===== src/rtl/uart_tx_fifo_if.sv =====
// Bus between a CPU-side writer and the UART transmit FIFO.
// Signal prefixes are from the FIFO's point of view.
interface uart_tx_fifo_if #(
  parameter int unsigned DEPTH_LOG2 = 4
) ();
  logic                  i_wr_en;
  logic [7:0]            i_wr_data;
  logic                  i_flush;
  logic                  i_clr_overflow;
  logic                  i_tx_ready;
  logic                  o_tx_strobe;
  logic [7:0]            o_tx_byte;
  logic                  o_full;
  logic                  o_empty;
  logic [DEPTH_LOG2:0]   o_count;
  logic                  o_overflow;
  logic                  o_busy;

  modport master (
    output i_wr_en, i_wr_data, i_flush, i_clr_overflow, i_tx_ready,
    input  o_tx_strobe, o_tx_byte, o_full, o_empty, o_count, o_overflow, o_busy
  );

  modport slave (
    input  i_wr_en, i_wr_data, i_flush, i_clr_overflow, i_tx_ready,
    output o_tx_strobe, o_tx_byte, o_full, o_empty, o_count, o_overflow, o_busy
  );
endinterface


===== src/rtl/uart_tx_fifo.sv =====
// Byte FIFO feeding a UART transmitter: circular buffer plus a drain FSM that
// issues one load strobe per byte and waits for the transmitter to go busy and idle again.
module uart_tx_fifo #(
  parameter int unsigned DEPTH_LOG2 = 4
) (
  input logic           clock,
  input logic           reset,
  uart_tx_fifo_if.slave bus
);
  localparam int unsigned Depth = 2 ** DEPTH_LOG2;

  typedef enum logic [1:0] {StIdle, StWaitBusy, StWaitDone} state_e;

  state_e                r_state;
  logic [7:0]            r_mem [Depth];
  logic [DEPTH_LOG2-1:0] r_wr_ptr;
  logic [DEPTH_LOG2-1:0] r_rd_ptr;
  logic [DEPTH_LOG2:0]   r_count;
  logic                  r_tx_strobe;
  logic [7:0]            r_tx_byte;
  logic                  r_overflow;

  logic w_full;
  logic w_empty;
  logic w_push;
  logic w_pop;
  logic w_drop;

  assign w_full  = (r_count == (DEPTH_LOG2 + 1)'(Depth));
  assign w_empty = (r_count == '0);
  // Flush swallows a same-cycle write silently and blocks any issue.
  assign w_push  = bus.i_wr_en & ~w_full & ~bus.i_flush;
  assign w_drop  = bus.i_wr_en & w_full & ~bus.i_flush;
  assign w_pop   = (r_state == StIdle) & ~w_empty & bus.i_tx_ready & ~bus.i_flush;

  always_ff @(posedge clock) begin
    if (w_push) begin
      r_mem[r_wr_ptr] <= bus.i_wr_data;
    end
  end

  always_ff @(posedge clock) begin
    if (reset) begin
      r_state     <= StIdle;
      r_wr_ptr    <= '0;
      r_rd_ptr    <= '0;
      r_count     <= '0;
      r_tx_strobe <= 1'b0;
      r_tx_byte   <= 8'h00;
      r_overflow  <= 1'b0;
    end else begin
      if (bus.i_flush) begin
        r_wr_ptr <= '0;
        r_rd_ptr <= '0;
        r_count  <= '0;
      end else begin
        if (w_push) r_wr_ptr <= r_wr_ptr + 1'b1;
        if (w_pop)  r_rd_ptr <= r_rd_ptr + 1'b1;
        case ({w_push, w_pop})
          2'b10:   r_count <= r_count + 1'b1;
          2'b01:   r_count <= r_count - 1'b1;
          default: r_count <= r_count;
        endcase
      end

      if (w_drop) begin
        r_overflow <= 1'b1;
      end else if (bus.i_clr_overflow) begin
        r_overflow <= 1'b0;
      end

      case (r_state)
        StIdle: begin
          if (w_pop) begin
            r_tx_strobe <= 1'b1;
            r_tx_byte   <= r_mem[r_rd_ptr];
            r_state     <= StWaitBusy;
          end else begin
            r_tx_strobe <= 1'b0;
          end
        end
        StWaitBusy: begin
          r_tx_strobe <= 1'b0;
          if (!bus.i_tx_ready) r_state <= StWaitDone;
        end
        StWaitDone: begin
          r_tx_strobe <= 1'b0;
          if (bus.i_tx_ready) r_state <= StIdle;
        end
        default: begin
          r_tx_strobe <= 1'b0;
          r_state     <= StIdle;
        end
      endcase
    end
  end

  assign bus.o_tx_strobe = r_tx_strobe;
  assign bus.o_tx_byte   = r_tx_byte;
  assign bus.o_full      = w_full;
  assign bus.o_empty     = w_empty;
  assign bus.o_count     = r_count;
  assign bus.o_overflow  = r_overflow;
  assign bus.o_busy      = (r_state != StIdle) | ~w_empty;
endmodule


===== src/flat_wrapper.sv =====
// flat-port wrapper written by rule: the top's interface ports become plain ports
module uart_tx_fifo_flat 
#(
  parameter int unsigned DEPTH_LOG2 = 4
)
  (clock, reset, bus_i_wr_en, bus_i_wr_data, bus_i_flush, bus_i_clr_overflow, bus_i_tx_ready, bus_o_tx_strobe, bus_o_tx_byte, bus_o_full, bus_o_empty, bus_o_count, bus_o_overflow, bus_o_busy);
  uart_tx_fifo_if #(.DEPTH_LOG2(DEPTH_LOG2)) bus_i ();
  input logic clock;
  input logic reset;
  input wire logic [$bits(bus_i.i_wr_en)-1:0] bus_i_wr_en;
  input wire logic [$bits(bus_i.i_wr_data)-1:0] bus_i_wr_data;
  input wire logic [$bits(bus_i.i_flush)-1:0] bus_i_flush;
  input wire logic [$bits(bus_i.i_clr_overflow)-1:0] bus_i_clr_overflow;
  input wire logic [$bits(bus_i.i_tx_ready)-1:0] bus_i_tx_ready;
  output wire logic [$bits(bus_i.o_tx_strobe)-1:0] bus_o_tx_strobe;
  output wire logic [$bits(bus_i.o_tx_byte)-1:0] bus_o_tx_byte;
  output wire logic [$bits(bus_i.o_full)-1:0] bus_o_full;
  output wire logic [$bits(bus_i.o_empty)-1:0] bus_o_empty;
  output wire logic [$bits(bus_i.o_count)-1:0] bus_o_count;
  output wire logic [$bits(bus_i.o_overflow)-1:0] bus_o_overflow;
  output wire logic [$bits(bus_i.o_busy)-1:0] bus_o_busy;
  assign bus_i.i_wr_en = bus_i_wr_en;
  assign bus_i.i_wr_data = bus_i_wr_data;
  assign bus_i.i_flush = bus_i_flush;
  assign bus_i.i_clr_overflow = bus_i_clr_overflow;
  assign bus_i.i_tx_ready = bus_i_tx_ready;
  assign bus_o_tx_strobe = bus_i.o_tx_strobe;
  assign bus_o_tx_byte = bus_i.o_tx_byte;
  assign bus_o_full = bus_i.o_full;
  assign bus_o_empty = bus_i.o_empty;
  assign bus_o_count = bus_i.o_count;
  assign bus_o_overflow = bus_i.o_overflow;
  assign bus_o_busy = bus_i.o_busy;
  uart_tx_fifo #(.DEPTH_LOG2(DEPTH_LOG2)) u_core (.clock(clock), .reset(reset), .bus(bus_i));
endmodule

===== config.mk =====
export PLATFORM = sky130hd
export DESIGN_NAME = uart_tx_fifo_flat
export DESIGN_NICKNAME = d
export VERILOG_FILES = /design/src/rtl/uart_tx_fifo_if.sv /design/src/rtl/uart_tx_fifo.sv /design/src/flat_wrapper.sv
export SDC_FILE = /design/constraint.sdc
export NUM_CORES = 1
export LEC_CHECK = 0
export BUFFER_PORTS_ARGS = -buffer_cell sky130_fd_sc_hd__clkbuf_2
export CAP_MARGIN = 20
export CORE_ASPECT_RATIO = 1.75
export CORE_UTILIZATION = 45
export DETAILED_ROUTE_END_ITERATION = 10
export PLACE_DENSITY_LB_ADDON = 0.1
export SLEW_MARGIN = 40
export SYNTH_ARGS = -nofsm -noshare
export SYNTH_HDL_FRONTEND = slang
export SYNTH_SLANG_ARGS = --single-unit
export TNS_END_PERCENT = 1

===== constraint.sdc =====
create_clock -name clock -period 3 [get_ports clock]
set_input_delay 0.45 -clock clock [delete_from_list [all_inputs] [get_ports clock]]
set_output_delay 0.45 -clock clock [all_outputs]
set_load 0.05 [all_outputs]

==> results of run 1 <==
-- cell usage after synthesis, types with 2 or more instances --
cell type | instances | area [sq um]
edfxtp_1 | 128 | 3840
mux2i_1 | 44 | 440
nor2_1 | 38 | 143
dfxtp_1 | 25 | 500
nand2_1 | 22 | 82.6
o22ai_1 | 22 | 138
nor3_1 | 14 | 70.1
mux4_2 | 11 | 248
ha_1 | 9 | 113
buf_2 | 8 | 40.0
clkbuf_1 | 8 | 30.0
inv_1 | 6 | 22.5
xor2_1 | 6 | 52.6
a21oi_1 | 5 | 25.0
xnor2_1 | 5 | 43.8
a311oi_1 | 4 | 35.0
buf_4 | 4 | 30.0
o21ai_0 | 4 | 20.0
a211oi_1 | 3 | 22.5
nand2b_1 | 3 | 18.8
nor2b_1 | 3 | 18.8
or3_1 | 3 | 18.8
a211o_1 | 2 | 17.5
a31oi_1 | 2 | 12.5
and2_1 | 2 | 12.5
nand3b_1 | 2 | 15.0
nand4_1 | 2 | 12.5
nor4bb_1 | 2 | 20.0
-- how the worst min path moves through the flow --
| stage | start | end | slack (ns) | cells past startpoint |
|---|---|---|---|---|
| after floorplan | reset | u_core.bus.o_tx_byte[0]$_SDFFE_PP0P_ | 0.52 | 1 |
| after global placement | u_core.bus.o_tx_byte[2]$_SDFFE_PP0P_ | u_core.bus.o_tx_byte[2]$_SDFFE_PP0P_ | 0.50 | 2 |
| after detailed placement | u_core.bus.o_tx_byte[1]$_SDFFE_PP0P_ | u_core.bus.o_tx_byte[1]$_SDFFE_PP0P_ | 0.50 | 2 |
| after CTS | bus_i_tx_ready | u_core.r_state[1]$_SDFFE_PP0P_ | 0.22 | 2 |
| after global routing | bus_i_tx_ready | u_core.r_state[1]$_SDFFE_PP0P_ | 0.23 | 2 |
| final | bus_i_tx_ready | u_core.r_state[1]$_SDFFE_PP0P_ | 0.24 | 2 |
-- cells in the final DEF (no fill, tap or decap), types with 3 or more instances in the layout --
cell type	Yosys	routed
a211oi_1	3	3
a21oi_1	5	5
a311oi_1	4	4
buf_4	4	24
clkbuf_16	0	19
clkbuf_2	0	31
clkbuf_8	0	3
dfxtp_1	25	23
edfxtp_1	128	128
ha_1	9	9
inv_1	6	6
inv_6	0	4
mux2i_1	44	44
mux4_2	11	11
nand2_1	22	22
nand2b_1	3	3
nor2_1	38	38
nor2b_1	3	3
nor3_1	14	14
o21ai_0	4	4
o22ai_1	22	22
or3_1	3	3
xnor2_1	5	5
xor2_1	6	6
-- layout make-up --
class                      instances  area, sq um
clock inverter                     9         72.6
tap                              174          218
fill                            1123         6150
multi-input combinational        219         1700
timing repair buffer              56          355
inverter                           6         22.5
clock buffer                      23          520
sequential                       153         4350
-- power groups by stage --
stage / logic, uW / registers (uW) / clock network [uW]
after detailed placement: 122 / 2360 / 0
after global routing: 131 / 2320 / 2210
after floorplan: 52.9 / 2370 / 0
final: 121 / 2320 / 2070
after global placement: 119 / 2360 / 0
after CTS: 122 / 2320 / 2120
-- flip-flops by register name (all words and copies together), names as in the netlist --
register,count
u_core.r_state,2
u_core.bus.o_tx_strobe,1
u_core.bus.o_count,5
u_core.bus.o_overflow,1
u_core.r_rd_ptr,4
u_core.r_mem,128
u_core.r_wr_ptr,4
u_core.bus.o_tx_byte,8
-- through the flow --
stage	setup WS [ns]	instances
3_3_place_gp	0.257	608
3_5_place_dp	0.230	608
4_1_cts	0.366	640
2_1_floorplan	0.0122	400
6_report	0.396	640
5_1_grt	0.246	640
-- kinds of logic after synthesis --
logic type	share of synthesized area, %
and+or+nand+nor	7.51
adders and majority gates	1.82
xor gates and xnor gates	1.56
DFF	70.3
AOI/OAI and AO/OA	5.45
buffers and inverters	2.23
muxes	11.1
-- worst register-to-register path, cell delays in order (launching register included) --
cell     delay [ns]
dfxtp_1        0.41
nor4_4         0.44
a21oi_4        0.11
ha_1           0.24
xor2_1         0.16
ha_1           0.22
a211o_1        0.28
a211o_1        0.28
a31oi_1        0.16
xnor2_1        0.14
nor2_1         0.05
-- layer usage --
metal  part of all wire, %  vias to the layer above  GRT usage (%)
met3                   2.8                       14           4.30
met1                    39                     1730           20.1
met4                   1.8                        0           6.68
met2                    56                       74           36.6
met5                     0                        -              0
li1                      -                     1642              -
==> impl_metrics.py, run 1 <==
metrics = {
    "placement": {
        "routabilityCongestion": 0.768,
        "port_buffers": 31,
        "placed_area_sq_um": 6640,
        "dpl.hpwl_um": 9080,
    },
    "final_layout": {
        "num_antenna_cells": 0,
        "stdcell_area_sq_um": 7230,
        "fin_util_pct": 54.0,
        "drive_above_1_share_pct": 22.7,
        "nets": 476,
        "synthToLayoutAreaGrowth_pct": 17.0,
    },
    "setup_path": {
        "start_kind": "register",
        "cp_num_cells": 10,
        "crit_path_start": "u_core.bus.o_count[2]$_SDFFE_PP0P_",
        "required_ns": 3.29,
        "reg2reg_from": "u_core.bus.o_count[2]$_SDFFE_PP0P_",
        "cp-endpoint": "u_core.bus.o_count[4]$_SDFFE_PP0P_",
        "ff2ff_path_depth": 10,
        "cp_cell_sequence": "nor4_4 -> a21oi_4 -> ha_1 -> xor2_1 -> ha_1 -> a211o_1 -> a211o_1 -> a31oi_1 -> xnor2_1 -> nor2_1",
        "rrSetupSlack_ns": 0.40,
        "cp_top_family": "compound AO/OA/AOI/OAI gates",
        "critical_path_peak_fanout": 10,
        "worst_ep_arrival_time_ns": 2.90,
        "slowest_stage": "nor4_4",
        "worstSetupEndpointType": "register",
        "worst-setup-path-type": "register to register",
        "cpPeakStageDelay_ns": 0.44,
        "critical_path_buf_inv_count": 0,
        "worst_r2r_endpoint": "u_core.bus.o_count[4]$_SDFFE_PP0P_",
    },
    "cts": {
        "clock-sinks": 153,
        "clk_pin_slew_worst_paths_ns": 0.07,
        "post_cts_buffers": 0,
        "cts-root-buf": "clkbuf_16",
        "cts_resized": 0,
        "hold_buffers": 0,
        "htreeDepth": 4,
        "cts_buffers": 17,
        "ctsLongestPathBuffers": 2,
        "cts_tree": "built",
        "clkLatencyLatePin_ns": 0.41,
    },
    "timing": {
        "final.setup.tns_ns": 0,
        "period_share_pct": 86.8,
        "setup-violations-final": 0,
        "rsz0062_at_grt": "no",
        "slew_violations": 0,
        "finalCriticalPeriod_ns": 2.60,
        "timing.slew.headroom_pct": 48.1,
        "hold_viol": 0,
        "fmaxAchievable_mhz": 384,
        "skew_ns": 0.0108,
        "tightest_slew_ns": 0.777,
        "hold_slack_ns": 0.242,
    },
    "pwr": {
        "power_switching_uw": 928,
        "cellPowerDensity_nw_per_um2": 624,
        "combPwrFrac_pct": 2.7,
        "p_seq_share_pct": 51.3,
        "max-vdd-ir-drop_mv": 0.373,
        "p_total_uw": 4510,
        "sw_frac_of_total_pct": 20.6,
        "leakage_uw": 0.00238,
        "p_int_uw": 3580,
        "p_clk_share_pct": 46.0,
    },
    "synthesis": {
        "ys.flop_type": "edfxtp_1",
        "synth_cell_types": 41,
        "async_reset_ff_share_pct": 0,
        "syn-num-nets": 423,
        "syn-cell-area_sq_um": 6180,
        "synth-seq-area-share_pct": 70.3,
        "synth_edf_count": 128,
        "synthCells": 400,
        "ys_ff_latch": 153,
        "avgSynthCellArea_sq_um": 15.4,
        "yosys_warnings": 0,
    },
    "die": {
        "die_x_um": 90.6,
        "core_sq_um": 13400,
        "ios": 32,
        "rows": 56,
        "fp.dieH_um": 157,
        "start_util_pct": 46.2,
        "dieArea_sq_um": 14200,
    },
    "global_route": {
        "grt_usage_pct": 19.0,
        "grt_pass1_vias": 3463,
        "grt_start_max_net_pins": 27,
        "grt-ovfl-total": 0,
        "antenna_found_initial": 0,
        "grt_pass1_wl_um": 19600,
    },
    "outcome": {
        "status": "finished clean",
    },
    "route": {
        "avgRoutedWirePerCell_um": 20.3,
        "num_vias": 3460,
        "ant_nets": 0,
        "vias_per_cell": 5.41,
        "drc_errors": 0,
        "dr.pass1.iters": 4,
        "wirelength_um": 13000,
        "first_iter_violations": 145,
    },
    "worst_hold_path": {
        "hold_path_class": "primary input to register",
    },
    "flow_run": {
        "cap_violations": 0,
    },
}
No activity file was read; power rests on OpenSTA's default activity.
==> run 2, diff against run 1 <==
Settings changed: CORE_ASPECT_RATIO 1.75 to 0.9, CORE_MARGIN set to 2, SKIP_CTS_REPAIR_TIMING set to 1.
==> run 2 against run 1 <==
  * Register-to-register slack better by 0.02 ns
  * Clock power up 4%
  * Worst setup slack gained 0.023 ns
  * Critical path depth stayed put
==> impl_metrics.py, run 2 (synthesis results as in run 1) <==
metrics = {
    "final_layout": {
        "largest-register": "u_core.r_mem",
        "drive_above_1_share_pct": 21.3,
        "synthToLayoutAreaGrowth_pct": 16.7,
        "largest_reg_flops": 128,
        "nets": 476,
        "final_common_cell": "edfxtp_1",
        "num_antenna_cells": 0,
        "final_cell_mix": "edfxtp_1 (128), mux2i_1 (44), nor2_1 (38)",
    },
    "cts": {
        "cts_tree": "built",
        "ctsLongestPathBuffers": 2,
        "cts-root-buf": "clkbuf_16",
        "clk_pin_slew_worst_paths_ns": 0.05,
        "clkLatencyLatePin_ns": 0.42,
        "cts_buffers": 17,
        "htreeDepth": 4,
        "clock-sinks": 153,
    },
    "pwr": {
        "leakage_uw": 0.00237,
        "max-vdd-ir-drop_mv": 0.446,
        "p_total_uw": 4590,
        "cellPowerDensity_nw_per_um2": 637,
    },
    "placement": {
        "dpl.hpwl_um": 8300,
        "place_worst_setup_slack_ns": 0.261,
        "port_buffers": 31,
        "routabilityCongestion": 0.737,
    },
    "timing": {
        "fmaxAchievable_mhz": 387,
        "tightest_slew_ns": 0.587,
        "timing.slew.headroom_pct": 60.8,
        "period_share_pct": 86.1,
        "finalCriticalPeriod_ns": 2.58,
        "hold_viol": 0,
        "fin_ws_ns": 0.418,
        "skew_ns": 0.00826,
        "rsz0062_at_grt": "no",
        "final.setup.tns_ns": 0,
        "setup-violations-final": 0,
        "slew_violations": 0,
    },
    "die": {
        "ios": 32,
        "fp.dieH_um": 115,
        "core_sq_um": 13400,
        "start_util_pct": 46.2,
        "dieArea_sq_um": 14700,
        "die_x_um": 128,
        "rows": 40,
    },
    "setup_path": {
        "worst_ep_arrival_time_ns": 2.88,
        "worst-setup-path-type": "register to register",
        "cp-endpoint": "u_core.bus.o_count[4]$_SDFFE_PP0P_",
        "reg2reg_from": "u_core.r_state[1]$_SDFFE_PP0P_",
        "critical_path_peak_fanout": 4,
        "required_ns": 3.30,
        "rrSetupSlack_ns": 0.42,
        "crit_path_start": "u_core.r_state[1]$_SDFFE_PP0P_",
        "worstSetupEndpointType": "register",
        "worst_r2r_endpoint": "u_core.bus.o_count[4]$_SDFFE_PP0P_",
        "ff2ff_path_depth": 10,
        "start_kind": "register",
    },
    "outcome": {
        "status": "finished clean",
    },
    "global_route": {
        "grt-ovfl-total": 0,
        "antenna_found_initial": 0,
        "grt_start_max_net_pins": 24,
        "grt_pass1_vias": 3383,
        "grt_usage_pct": 18.2,
        "grt_pass1_wl_um": 19300,
    },
    "route": {
        "num_vias": 3444,
        "first_iter_violations": 276,
        "wirelength_um": 12500,
        "vias_per_cell": 5.44,
        "drc_errors": 0,
        "avgRoutedWirePerCell_um": 19.7,
        "ant_nets": 0,
        "dr.pass1.iters": 5,
    },
    "worst_hold_path": {
        "hold_path_class": "primary input to register",
    },
    "flow_run": {
        "cap_violations": 0,
    },
}
==> run 2: cell count changes in the layout (fill, tap and decap cells not counted), sizes merged <==
cell	before	now
clkbuf	54	50
clkinv	2	7
inv	12	6
bufinv	0	4
==> run 2: worst min path at each step <==
stage / from / end / slack [ns] / depth (start not counted)
CTS: bus_i_tx_ready / u_core.r_state[1]$_SDFFE_PP0P_ / 0.22 / 2
global route: bus_i_tx_ready / u_core.r_state[1]$_SDFFE_PP0P_ / 0.22 / 2
global placement: u_core.bus.o_tx_byte[4]$_SDFFE_PP0P_ / u_core.bus.o_tx_byte[4]$_SDFFE_PP0P_ / 0.49 / 2
finish: bus_i_tx_ready / u_core.r_state[1]$_SDFFE_PP0P_ / 0.24 / 2
detailed placement: u_core.bus.o_tx_byte[4]$_SDFFE_PP0P_ / u_core.bus.o_tx_byte[4]$_SDFFE_PP0P_ / 0.50 / 2
floorplan: reset / u_core.bus.o_tx_byte[0]$_SDFFE_PP0P_ / 0.52 / 1
==> run 2: area by class of cell <==
cell class / count / area, sq um
Fill cell: 1085 / 6150
Tap cell: 168 / 210
Inverter: 6 / 22.5
Timing Repair Buffer: 56 / 343
Clock inverter: 12 / 156
Sequential cell: 153 / 4350
Clock buffer: 19 / 433
Multi-Input combinational cell: 219 / 1700
==> run 2: critical path, cell delays in order, from the launching register on <==
cell and delay, ns:
dfxtp_1 0.34, or4b_4 0.57, a21oi_4 0.14, ha_1 0.19
xor2_1 0.08, ha_1 0.22, a211o_1 0.28, a211o_1 0.29
a31oi_1 0.16, xnor2_1 0.14, nor2_1 0.05
==> run 2: report_power, final <==
group	leakage [uW]	total (uW)	internal [uW]	switching (uW)
clock network	0.000284	2150	1370	786
logic	0.000726	120	33.0	86.7
registers	0.00136	2320	2310	6.61
total	0.00237	4590	3710	879
==> run 2: layer usage <==
layer | global-route usage, % | vias up | share of wire, %
met2 | 27.4 | 98 | 46
met1 | 25.9 | 1694 | 48
met4 | 6.23 | 0 | 0.66
met5 | 0 | - | 0
met3 | 5.07 | 8 | 5.3
li1 | - | 1644 | -
==> run 2: through the flow <==
step           cell area, sq um  hold slack, ns  util [%]  cells
6_report                   7210           0.235      54.0    633
5_1_grt                    7210           0.225      54.0    633
4_1_cts                    7210           0.217      54.0    633
3_5_place_dp               6620           0.498      49.5    602
3_3_place_gp               6620           0.490      49.5    602
2_1_floorplan              6180           0.522         -    400
